===== src/rtl/mem_access_unit_pkg.sv =====
`default_nettype none
// ============================================================================
// Module      : Parametros (package)
// Description : Shared definitions for the memory access unit: FSM state
//               encoding, funct3 access-size codes, reset PC constant and
//               the access legality helper.
// Revision    : 1.0 - initial release
// ============================================================================
package Parametros;

    // Memory access unit FSM states
    typedef enum logic [1:0] {
        IDLE      = 2'd0,
        READ_WAIT = 2'd1,
        WRITE     = 2'd2,
        RESP      = 2'd3
    } state_t;

    // funct3 access-size codes (stores reuse B/H/W)
    localparam logic [2:0] c_F3_B  = 3'd0;
    localparam logic [2:0] c_F3_H  = 3'd1;
    localparam logic [2:0] c_F3_W  = 3'd2;
    localparam logic [2:0] c_F3_BU = 3'd4;
    localparam logic [2:0] c_F3_HU = 3'd5;

    // Core reset program counter
    localparam logic [31:0] c_RESET_PC = 32'h0000_0000;

    // Returns 1 for a misaligned or illegal access.
    function automatic logic access_fault(input logic       we,
                                          input logic [2:0] funct3,
                                          input logic [1:0] addr_lo);
        logic fault;
        fault = 1'b0;
        case (funct3)
            c_F3_B:  fault = 1'b0;
            c_F3_H:  fault = addr_lo[0];
            c_F3_W:  fault = (addr_lo != 2'b00);
            c_F3_BU: fault = we;                  // no unsigned store form
            c_F3_HU: fault = we | addr_lo[0];
            default: fault = 1'b1;                // funct3 3, 6, 7
        endcase
        return fault;
    endfunction

endpackage
`default_nettype wire


===== src/rtl/mem_access_unit_load_extend.sv =====
`default_nettype none
// ============================================================================
// Module      : load_extend
// Description : Combinational load-data extractor. Selects the byte or half
//               addressed by addr_lo from the RAM word and sign- or
//               zero-extends it according to funct3.
// Ports       : funct3  - access size code
//               addr_lo - byte offset within the word
//               word    - raw RAM word
//               result  - extended 32-bit load value (0 for unknown codes)
// Revision    : 1.0 - initial release
// ============================================================================
module load_extend
    import Parametros::*;
(
    input  logic [2:0]  funct3,
    input  logic [1:0]  addr_lo,
    input  logic [31:0] word,
    output logic [31:0] result
);

    logic [7:0]  w_byte;
    logic [15:0] w_half;

    always_comb begin
        w_byte = word[7:0];
        case (addr_lo)
            2'd0:    w_byte = word[7:0];
            2'd1:    w_byte = word[15:8];
            2'd2:    w_byte = word[23:16];
            default: w_byte = word[31:24];
        endcase
        // Halves are only ever accessed at even offsets, so bit 1 selects.
        w_half = addr_lo[1] ? word[31:16] : word[15:0];

        result = 32'h0000_0000;
        case (funct3)
            c_F3_B:  result = {{24{w_byte[7]}}, w_byte};
            c_F3_H:  result = {{16{w_half[15]}}, w_half};
            c_F3_W:  result = word;
            c_F3_BU: result = {24'h00_0000, w_byte};
            c_F3_HU: result = {16'h0000, w_half};
            default: result = 32'h0000_0000;
        endcase
    end

endmodule
`default_nettype wire


===== src/rtl/mem_access_unit.sv =====
`default_nettype none
// ============================================================================
// Module      : mem_access_unit
// Description : CPU load/store unit in front of a fixed-latency synchronous
//               RAM. Accepts one request at a time, checks alignment and
//               legality, performs the RAM read or byte-lane write and
//               returns a one-cycle response pulse.
// Ports       : clockCPU, reset (async, active-high)
//               req_*       - request handshake / payload from the CPU
//               rsp_*       - response pulse, extended load data, error flag
//               ram_*       - RAM address, write data, lanes, enables, read data
// Revision    : 1.0 - initial release
// ============================================================================
module mem_access_unit
    import Parametros::*;
#(
    parameter int LATENCY   = 2,
    parameter int ADDR_BITS = 10
)
(
    input  logic                 clockCPU,
    input  logic                 reset,
    input  logic                 req_valid,
    input  logic                 req_we,
    input  logic [31:0]          req_addr,
    input  logic [31:0]          req_wdata,
    input  logic [2:0]           req_funct3,
    output logic                 req_ready,
    output logic                 rsp_valid,
    output logic [31:0]          rsp_rdata,
    output logic                 rsp_err,
    output logic [ADDR_BITS-1:0] ram_address,
    output logic [31:0]          ram_data,
    output logic [3:0]           ram_byteena,
    output logic                 ram_wren,
    output logic                 ram_rden,
    input  logic [31:0]          ram_q
);

    // Counter value seen on the final READ_WAIT edge
    localparam logic [2:0] c_LAST_CNT = 3'(LATENCY - 1);

    state_t                r_state;
    logic [2:0]            r_cnt;
    logic [2:0]            r_funct3;
    logic [1:0]            r_addr_lo;
    logic                  r_rsp_valid;
    logic [31:0]           r_rdata;
    logic                  r_err;
    logic [ADDR_BITS-1:0]  r_ram_address;
    logic [31:0]           r_ram_data;
    logic [3:0]            r_byteena;
    logic                  r_wren;
    logic                  r_rden;

    logic                  w_fault;
    logic [31:0]           w_store_data;
    logic [3:0]            w_store_be;
    logic [31:0]           w_load_result;
    logic                  w_unused_addr;

    // Upper address bits above the RAM window are intentionally ignored.
    assign w_unused_addr = &{1'b0, req_addr};

    assign w_fault = access_fault(req_we, req_funct3, req_addr[1:0]);

    // Store lane replication and byte enables from the live request
    always_comb begin
        w_store_data = req_wdata;
        w_store_be   = 4'b1111;
        case (req_funct3)
            c_F3_B: begin
                w_store_data = {4{req_wdata[7:0]}};
                w_store_be   = 4'b0001 << req_addr[1:0];
            end
            c_F3_H: begin
                w_store_data = {2{req_wdata[15:0]}};
                w_store_be   = 4'b0011 << req_addr[1:0];
            end
            default: ;
        endcase
    end

    load_extend u_load_extend (
        .funct3  (r_funct3),
        .addr_lo (r_addr_lo),
        .word    (ram_q),
        .result  (w_load_result)
    );

    always_ff @(posedge clockCPU or posedge reset) begin
        if (reset) begin
            r_state       <= IDLE;
            r_cnt         <= 3'd0;
            r_funct3      <= 3'd0;
            r_addr_lo     <= 2'd0;
            r_rsp_valid   <= 1'b0;
            r_rdata       <= 32'h0000_0000;
            r_err         <= 1'b0;
            r_ram_address <= '0;
            r_ram_data    <= 32'h0000_0000;
            r_byteena     <= 4'b0000;
            r_wren        <= 1'b0;
            r_rden        <= 1'b0;
        end else begin
            r_rsp_valid <= 1'b0;
            case (r_state)
                IDLE: begin
                    if (req_valid) begin
                        r_funct3  <= req_funct3;
                        r_addr_lo <= req_addr[1:0];
                        r_cnt     <= 3'd0;
                        if (w_fault) begin
                            // Response fields change only when a response starts.
                            r_state     <= RESP;
                            r_rsp_valid <= 1'b1;
                            r_err       <= 1'b1;
                            r_rdata     <= 32'h0000_0000;
                        end else begin
                            r_ram_address <= req_addr[ADDR_BITS+1:2];
                            if (req_we) begin
                                r_state    <= WRITE;
                                r_wren     <= 1'b1;
                                r_byteena  <= w_store_be;
                                r_ram_data <= w_store_data;
                            end else begin
                                r_state <= READ_WAIT;
                                r_rden  <= 1'b1;
                            end
                        end
                    end
                end
                READ_WAIT: begin
                    if (r_cnt == c_LAST_CNT) begin
                        r_state     <= RESP;
                        r_rden      <= 1'b0;
                        r_rsp_valid <= 1'b1;
                        r_rdata     <= w_load_result;
                        r_err       <= 1'b0;
                    end else begin
                        r_cnt <= r_cnt + 3'd1;
                    end
                end
                WRITE: begin
                    r_state     <= RESP;
                    r_wren      <= 1'b0;
                    r_byteena   <= 4'b0000;
                    r_rsp_valid <= 1'b1;
                    r_rdata     <= 32'h0000_0000;
                    r_err       <= 1'b0;
                end
                RESP: begin
                    r_state <= IDLE;
                end
                default: begin
                    r_state <= IDLE;
                end
            endcase
        end
    end

    assign req_ready   = (r_state == IDLE);
    assign rsp_valid   = r_rsp_valid;
    assign rsp_rdata   = r_rdata;
    assign rsp_err     = r_err;
    assign ram_address = r_ram_address;
    assign ram_data    = r_ram_data;
    assign ram_byteena = r_byteena;
    assign ram_wren    = r_wren;
    assign ram_rden    = r_rden;

endmodule
`default_nettype wire


===== config.mk =====
export PLATFORM = sky130hd
export DESIGN_NAME = mem_access_unit
export DESIGN_NICKNAME = d
export VERILOG_FILES = /design/src/rtl/mem_access_unit_pkg.sv /design/src/rtl/mem_access_unit_load_extend.sv /design/src/rtl/mem_access_unit.sv
export SDC_FILE = /design/constraint.sdc
export NUM_CORES = 1
export LEC_CHECK = 0
export ABC_AREA = 0
export BUFFER_PORTS_ARGS = -buffer_cell sky130_fd_sc_hd__clkbuf_2
export CAP_MARGIN = 15
export CELL_PAD_IN_SITES_DETAIL_PLACEMENT = 1
export CELL_PAD_IN_SITES_GLOBAL_PLACEMENT = 1
export CORE_MARGIN = 2
export CORE_UTILIZATION = 34
export CTS_CLUSTER_SIZE = 8
export DETAILED_ROUTE_END_ITERATION = 6
export MAX_ROUTING_LAYER = met4
export PLACE_DENSITY = 0.83
export SYNTH_ARGS = -nofsm -noshare
export SYNTH_HDL_FRONTEND = slang
export SYNTH_SLANG_ARGS = --single-unit

===== constraint.sdc =====
create_clock -name clockCPU -period 2.5 [get_ports clockCPU]
set_input_delay 0 -clock clockCPU [delete_from_list [all_inputs] [get_ports clockCPU]]
set_output_delay 0 -clock clockCPU [all_outputs]
set_load 0.02 [all_outputs]

# After elaboration in Yosys (flattened, before gate mapping)
# Cells that the tools add are included.
[word_totals]
register_bits = 92
latchBits = 0
mem_bits_rw = 0
rom_bits = 0
input_bits = 103
output_inout_bits = 83
word_cells = 92
memories = 0
[classes]
addsub = 1
multipliers = 0
div = 0
order_cmp = 0
eq_ne = 21
n_shift = 2
mux = 38
n_bitwise = 2
n_reduce_logical = 16
[ops]
columns = ["cell", "count"]
rows = [
  ["32-bit case mux with 5 select lines", 1],
  ["32-bit 2-to-1 mux", 3],
  ["32-bit case mux with 3 select lines", 1],
  ["32-bit case mux with 2 select lines", 1],
  ["8-bit case mux with 3 select lines", 1],
  ["16-bit 2-to-1 mux", 1],
  ["4-bit case mux with 2 select lines", 2],
  ["3-bit == test (second input constant)", 4],
  ["1-bit 2-to-1 mux", 12],
  ["4-bit 2-to-1 mux", 3],
  ["2-bit != test (second input constant)", 6],
  ["4-bit AND reduction", 3],
  ["3-bit by 1-bit == test with 1-bit output (second input constant)", 3],
  ["2-bit 2-to-1 mux", 4],
  ["2-bit case mux with 4 select lines", 1],
  ["2-bit == test (second input constant)", 3],
  ["3-bit by 2-bit == test with 1-bit output (second input constant)", 2],
  ["3-bit zero test", 2],
  ["3-bit 2-to-1 mux", 2],
  ["1-bit case mux with 3 select lines", 2],
  ["3-bit case mux with 2 select lines", 1],
  ["3-bit AND reduction", 2],
  ["2-bit nonzero test", 3],
  ["1-bit case mux with 5 select lines", 1],
  ["other kinds (12)", 16],
]

# Logic depth before layout (Yosys ltp)
[depth]
depth_word = 6
ltp_mapped = 8
ltp_nobuf = 6

# Cells and area by module
# A second synthesis with hierarchy kept.
[unflattened]
cells_unflattened = 542
hier_area_um2 = 5257.5
[by_module_without_submodules]
columns = ["module", "instances", "cells_each", "area_per_inst_um2", "seq_area_each_um2"]
rows = [
  ["mem_access_unit", 1, 409, 4212.8, 2302.2],
  ["load_extend", 1, 133, 1044.8, 0.0],
]

# Least setup slack after synthesis
# OpenSTA, ideal clock, no wires.
[synth_timing]
kind = "reg-to-reg"
startpoint = "reg r_state[0]"
endpoint = "reg r_rdata[0] (netlist: rsp_rdata[0])"
setup_ps = 75
arrival_ps = 2031
t_required_ps = 2425
setup_slack_ps = 394
stages_incl_launch_ff = 9
path_buffers = 2
period_less_slack_ps = 2106
path_cell_list = "dfrtp_1 -> inv_1 -> ha_1 -> nor2b_1 -> a21o_1 -> or4b_1 -> buf_6 -> buf_12 -> o2bb2ai_2"
[synth_via]
elab_chain_cells = 3
elab_cells_between_ends = 9
cone_classes = "eq/ne (5); mux (1); reduce/logical (3)"
[synth_rtl]
columns = ["item", "line", "text"]
rows = [
  ["from (decl)", "mem_access_unit.sv:43", "state_t r_state;"],
  ["from (signal assigned)", "mem_access_unit.sv:93", "r_state <= IDLE;"],
  ["from (signal assigned)", "mem_access_unit.sv:115", "r_state <= RESP;"],
  ["from (signal assigned)", "mem_access_unit.sv:122", "r_state <= WRITE;"],
  ["2-bit zero test (*)", "-", ""],
  ["named net req_ready", "mem_access_unit.sv:28", "output logic req_ready,"],
  ["2-bit by 1-bit != test with 1-bit output (no line) (tied with other cells)", "-", ""],
  ["4-bit AND reduction (no line)", "-", ""],
  ["to (signal assigned)", "mem_access_unit.sv:138", "r_rdata <= w_load_result;"],
  ["to (decl)", "mem_access_unit.sv:48", "logic [31:0] r_rdata;"],
]
# The timed path passes the listed nets; every way through them passes the cells marked *.
# A chain may end at the register's enable or synchronous reset.

# Worst setup path after layout
[layout_timing]
startpoint = "reg r_addr_lo[0]"
endpoint = "reg r_rdata[1] (netlist: rsp_rdata[1])"
[layout_via]
elab_chain_cells = 5
elab_cells_between_ends = 7
cone_classes = "eq/ne (2); mux (4); reduce/logical (1)"
[layout_rtl]
columns = ["item", "line", "text"]
rows = [
  ["from (decl)", "mem_access_unit.sv:46", "logic [1:0] r_addr_lo;"],
  ["from (signal assigned)", "mem_access_unit.sv:111", "r_addr_lo <= req_addr[1:0];"],
  ["2-bit == test (tied with other cells)", "mem_access_unit_load_extend.sv:27", "case (addr_lo)"],
  ["8-bit case mux with 3 select lines (*)", "mem_access_unit_load_extend.sv:27", ""],
  ["32-bit case mux with 5 select lines (*)", "mem_access_unit_load_extend.sv:37", "case (funct3)"],
  ["32-bit 2-to-1 mux (*)", "mem_access_unit.sv:134", "if (r_cnt == c_LAST_CNT) begin"],
  ["32-bit case mux with 3 select lines (*)", "mem_access_unit.sv:107", "case (r_state)"],
]
# Every way passes the cells marked *; elsewhere a longest branch is shown, timed or not. The select of a mux whose other input is x is not followed.

==> impl_metrics.ini <==
[outcome]
outcome = complete, no violations

[setup_path]
criticalPathCategory = flip-flop to flip-flop
critPathMaxFanout = 6
critPathCaptureType = flip-flop
critical-path-max-stage-delay_ns = 0.60
slowest_stage = dlygate4sd3_1
reg2reg_setup_slack_ns = 0.16
cp-start-kind = flip-flop
cp_data_arrival_time_ns = 2.58
startpoint = r_addr_lo[0]
worstPathCellList = buf_4, mux4_2, o311a_1, a221oi_1, dlygate4sd3_1, o2bb2ai_2
worst_ep_required_time_ns = 2.74
r2r_start = r_addr_lo[0]

[floorplan]
die_h_um = 124
ios = 186
core_um2 = 14000
die_area_um2 = 15500
start_util_pct = 35.1
fp.dieW_um = 124
num_rows = 43

[yosys]
synth_compound_area_share_pct = 23.6
syn-num-nets = 518
async_flop_share_pct = 100
synthCells = 409
yosysWarningCount = 0
syn_area_per_cell_um2 = 12.0
synth-simple-area-share_pct = 6.76
yosys-mux-area-fraction_pct = 16.2
synth_top_family_by_area = compound AO/OA/AOI/OAI gates
ys_seq_area_share_pct = 46.7
synth_xor_area_share_pct = 0
synth.distinct_cells = 51
synth_top_flop_cell = dfrtp_1
synth_area_um2 = 4930
synth_fa_ha_area_share_pct = 1.52
synth-edff-count = 0
yosys_register_bits = 92

[routing]
first_pass_iters = 4
drc = 0
first_iter_violations = 230
viasPerCell = 5.38
via_count = 4371
routed_wl_um = 16600
final_antenna_net_count = 0
wl_per_cell_um = 20.5

[finish]
design_area_um2 = 6840
antennaDiodeCount = 0
layout.nets = 736
area_delta_synth_final_pct = 38.8
layout-drive-gt1-share_pct = 43.2

[timing]
tightest_slew_ns = 0.999
slew_viol_final = 0
min_period_over_period_pct = 93.7
finalSetupTns_ns = 0
fmax_ghz = 0.427
finalSetupViolations = 0
rsz0062_at_grt = no
finalHoldViolCount = 0
skew_ns = 0.00660
period_needed_ns = 2.34
slew_headroom_pct = 33.3

[power_and_ir_drop]
p_per_area_nw_per_um2 = 1230
ir_worst_vdd_mv = 0.443
leakagePower_nw = 3.25

[job]
cap_violations = 0

[global_route]
globalRouteMet2Util_pct = 39.1
grt_util_met3_pct = 4.38
first_global_vias = 4846
grt_pass1_wl_um = 27000
antenna_found_initial = 0
grt_util_all_layers_pct = 22.6
use_met1_pct = 26.0
grt-busiest-layer = met2
overflow = 0
grt_max_degree = 64

[clock_network]
cts.path.max_buffers = 2
clk_pin_slew_ns = 0.07
cts_buffers = 9
htree_num_levels = 3
clock-sinks = 92
post_cts_buffers = 0
cts_tree = done
root_buffer = clkbuf_16
clock_latency_ns = 0.35

[place]
portBuffers = 165
dp_hpwl_um = 11000
gp_congestion = 0.854
dpl-instance-area_um2 = 5900

[worst_hold_path]
hp-start = ram_q[11]
hp-class = input pin to flip-flop
## kinds of logic (layout without fill, tap and decap cells)
| family | Yosys count | in the layout |
|---|---|---|
| compound gates | 133 | 133 |
| simple gates | 67 | 67 |
| buf+inv | 44 | 267 |
| mux | 67 | 67 |
| fa+ha+maj | 6 | 6 |
| flops | 92 | 92 |
## synth_stat cells, drive strengths merged (2+ instances only)
master	count	area share [%]
a21o	5	0.76
a21oi	5	0.51
a221oi	15	2.8
a22o	2	0.38
a22oi	18	2.7
buf	20	3.3
clkbuf	14	1.1
dfrtp	92	47
ha	6	1.5
inv	10	0.76
mux2	32	7.3
mux2i	28	5.7
mux4	7	3.2
nand2	39	3.0
nand2b	2	0.41
nor2	8	0.66
nor2b	3	0.38
nor3	5	0.61
o21ai	39	4.1
o21bai	2	0.30
o22ai	3	0.38
o2bb2ai	32	9.5
o311a	6	1.2
## power breakdown
part,internal [mW],switching [mW],total (mW)
registers,2.15,0.524,2.67
logic,1.69,2.63,4.32
clock network,0.776,0.613,1.39
## layout by cell type, fill, tap and decap left out, drive strengths merged, types with 2 or more instances in the layout
cell type	instances
nand2b	2
dfrtp	92
a22oi	18
buf	12
nor3	5
a221oi	15
a21oi	5
a21o	5
clkinv	5
o21bai	2
nand2	39
mux2i	28
nor2	8
clkbuf	175
a22o	2
nor2b	3
ha	6
o311a	6
mux2	32
o22ai	3
o21ai	39
o2bb2ai	32
inv	9
dlygate4sd3	64
mux4	7
## sequential cells by signal, indices dropped and copies added (netlist names)
signal and cells:
rsp_rdata 32, ram_data 32, r_cnt 3, ram_wren 1
ram_address 10, rsp_err 1, ram_byteena 4, rsp_valid 1
r_state 2, r_funct3 3, ram_rden 1, r_addr_lo 2
## critical path, delay by kind of cell (launching register included)
kind | cells | cell delay, ns
buf+inv | 2 | 0.83
mux | 1 | 0.54
flops | 1 | 0.48
compound gates | 3 | 0.38
## routing by layer
layer / part of all wire (%) / up-vias / routed length [um]
met5: 0 / - / 0
met3: 6.0 / 26 / 995
met4: 2.3 / 0 / 383
li1: - / 1980 / -
met2: 51 / 185 / 8540
met1: 40 / 2180 / 6690
## path summary, 6_finish.rpt
kind	endpoint	cells after the start
hold / removal	rsp_rdata[11]	3
setup / recovery	rsp_rdata[1]	6
hold reg to reg	rsp_rdata[31]	1
setup reg to reg	rsp_rdata[1]	6
min in group asynchronous	ram_address[2]	3
max in group asynchronous	rsp_valid	4
## per-stage QoR
step / setup WS, ns / hold slack (ns) / power [mW] / utilization (%) / std cells
after floorplan: 0.108 / 0.151 / 5.57 / - / 409
after global placement: 0.326 / 0.137 / 6.63 / 42.0 / 732
after detailed placement: 0.229 / 0.163 / 6.86 / 42.0 / 732
after CTS: 0.170 / 0.00331 / 8.39 / 48.7 / 812
after global routing: 0.0248 / 0.0257 / 8.88 / 48.7 / 812
final: 0.157 / 0.0181 / 8.39 / 48.7 / 812
## cell type report
cell class / count / area [um^2]
timing repair buffer: 241 / 1590
sequential: 92 / 2300
clock buffer: 10 / 229
clock inverter: 6 / 65.1
multi-input combinational: 273 / 2380
inverter: 10 / 38.8
tap: 180 / 225
fill: 1533 / 7200
## timing repair
| action | in CTS | in global routing |
|---|---|---|
| resized for setup | 0 | 0 |
| hold buffers | 64 | 0 |
| hold endpoints to repair | 104 | 0 |
| endpoints found under the setup margin | 0 | 0 |
No activity file was read; power rests on OpenSTA's default activity.
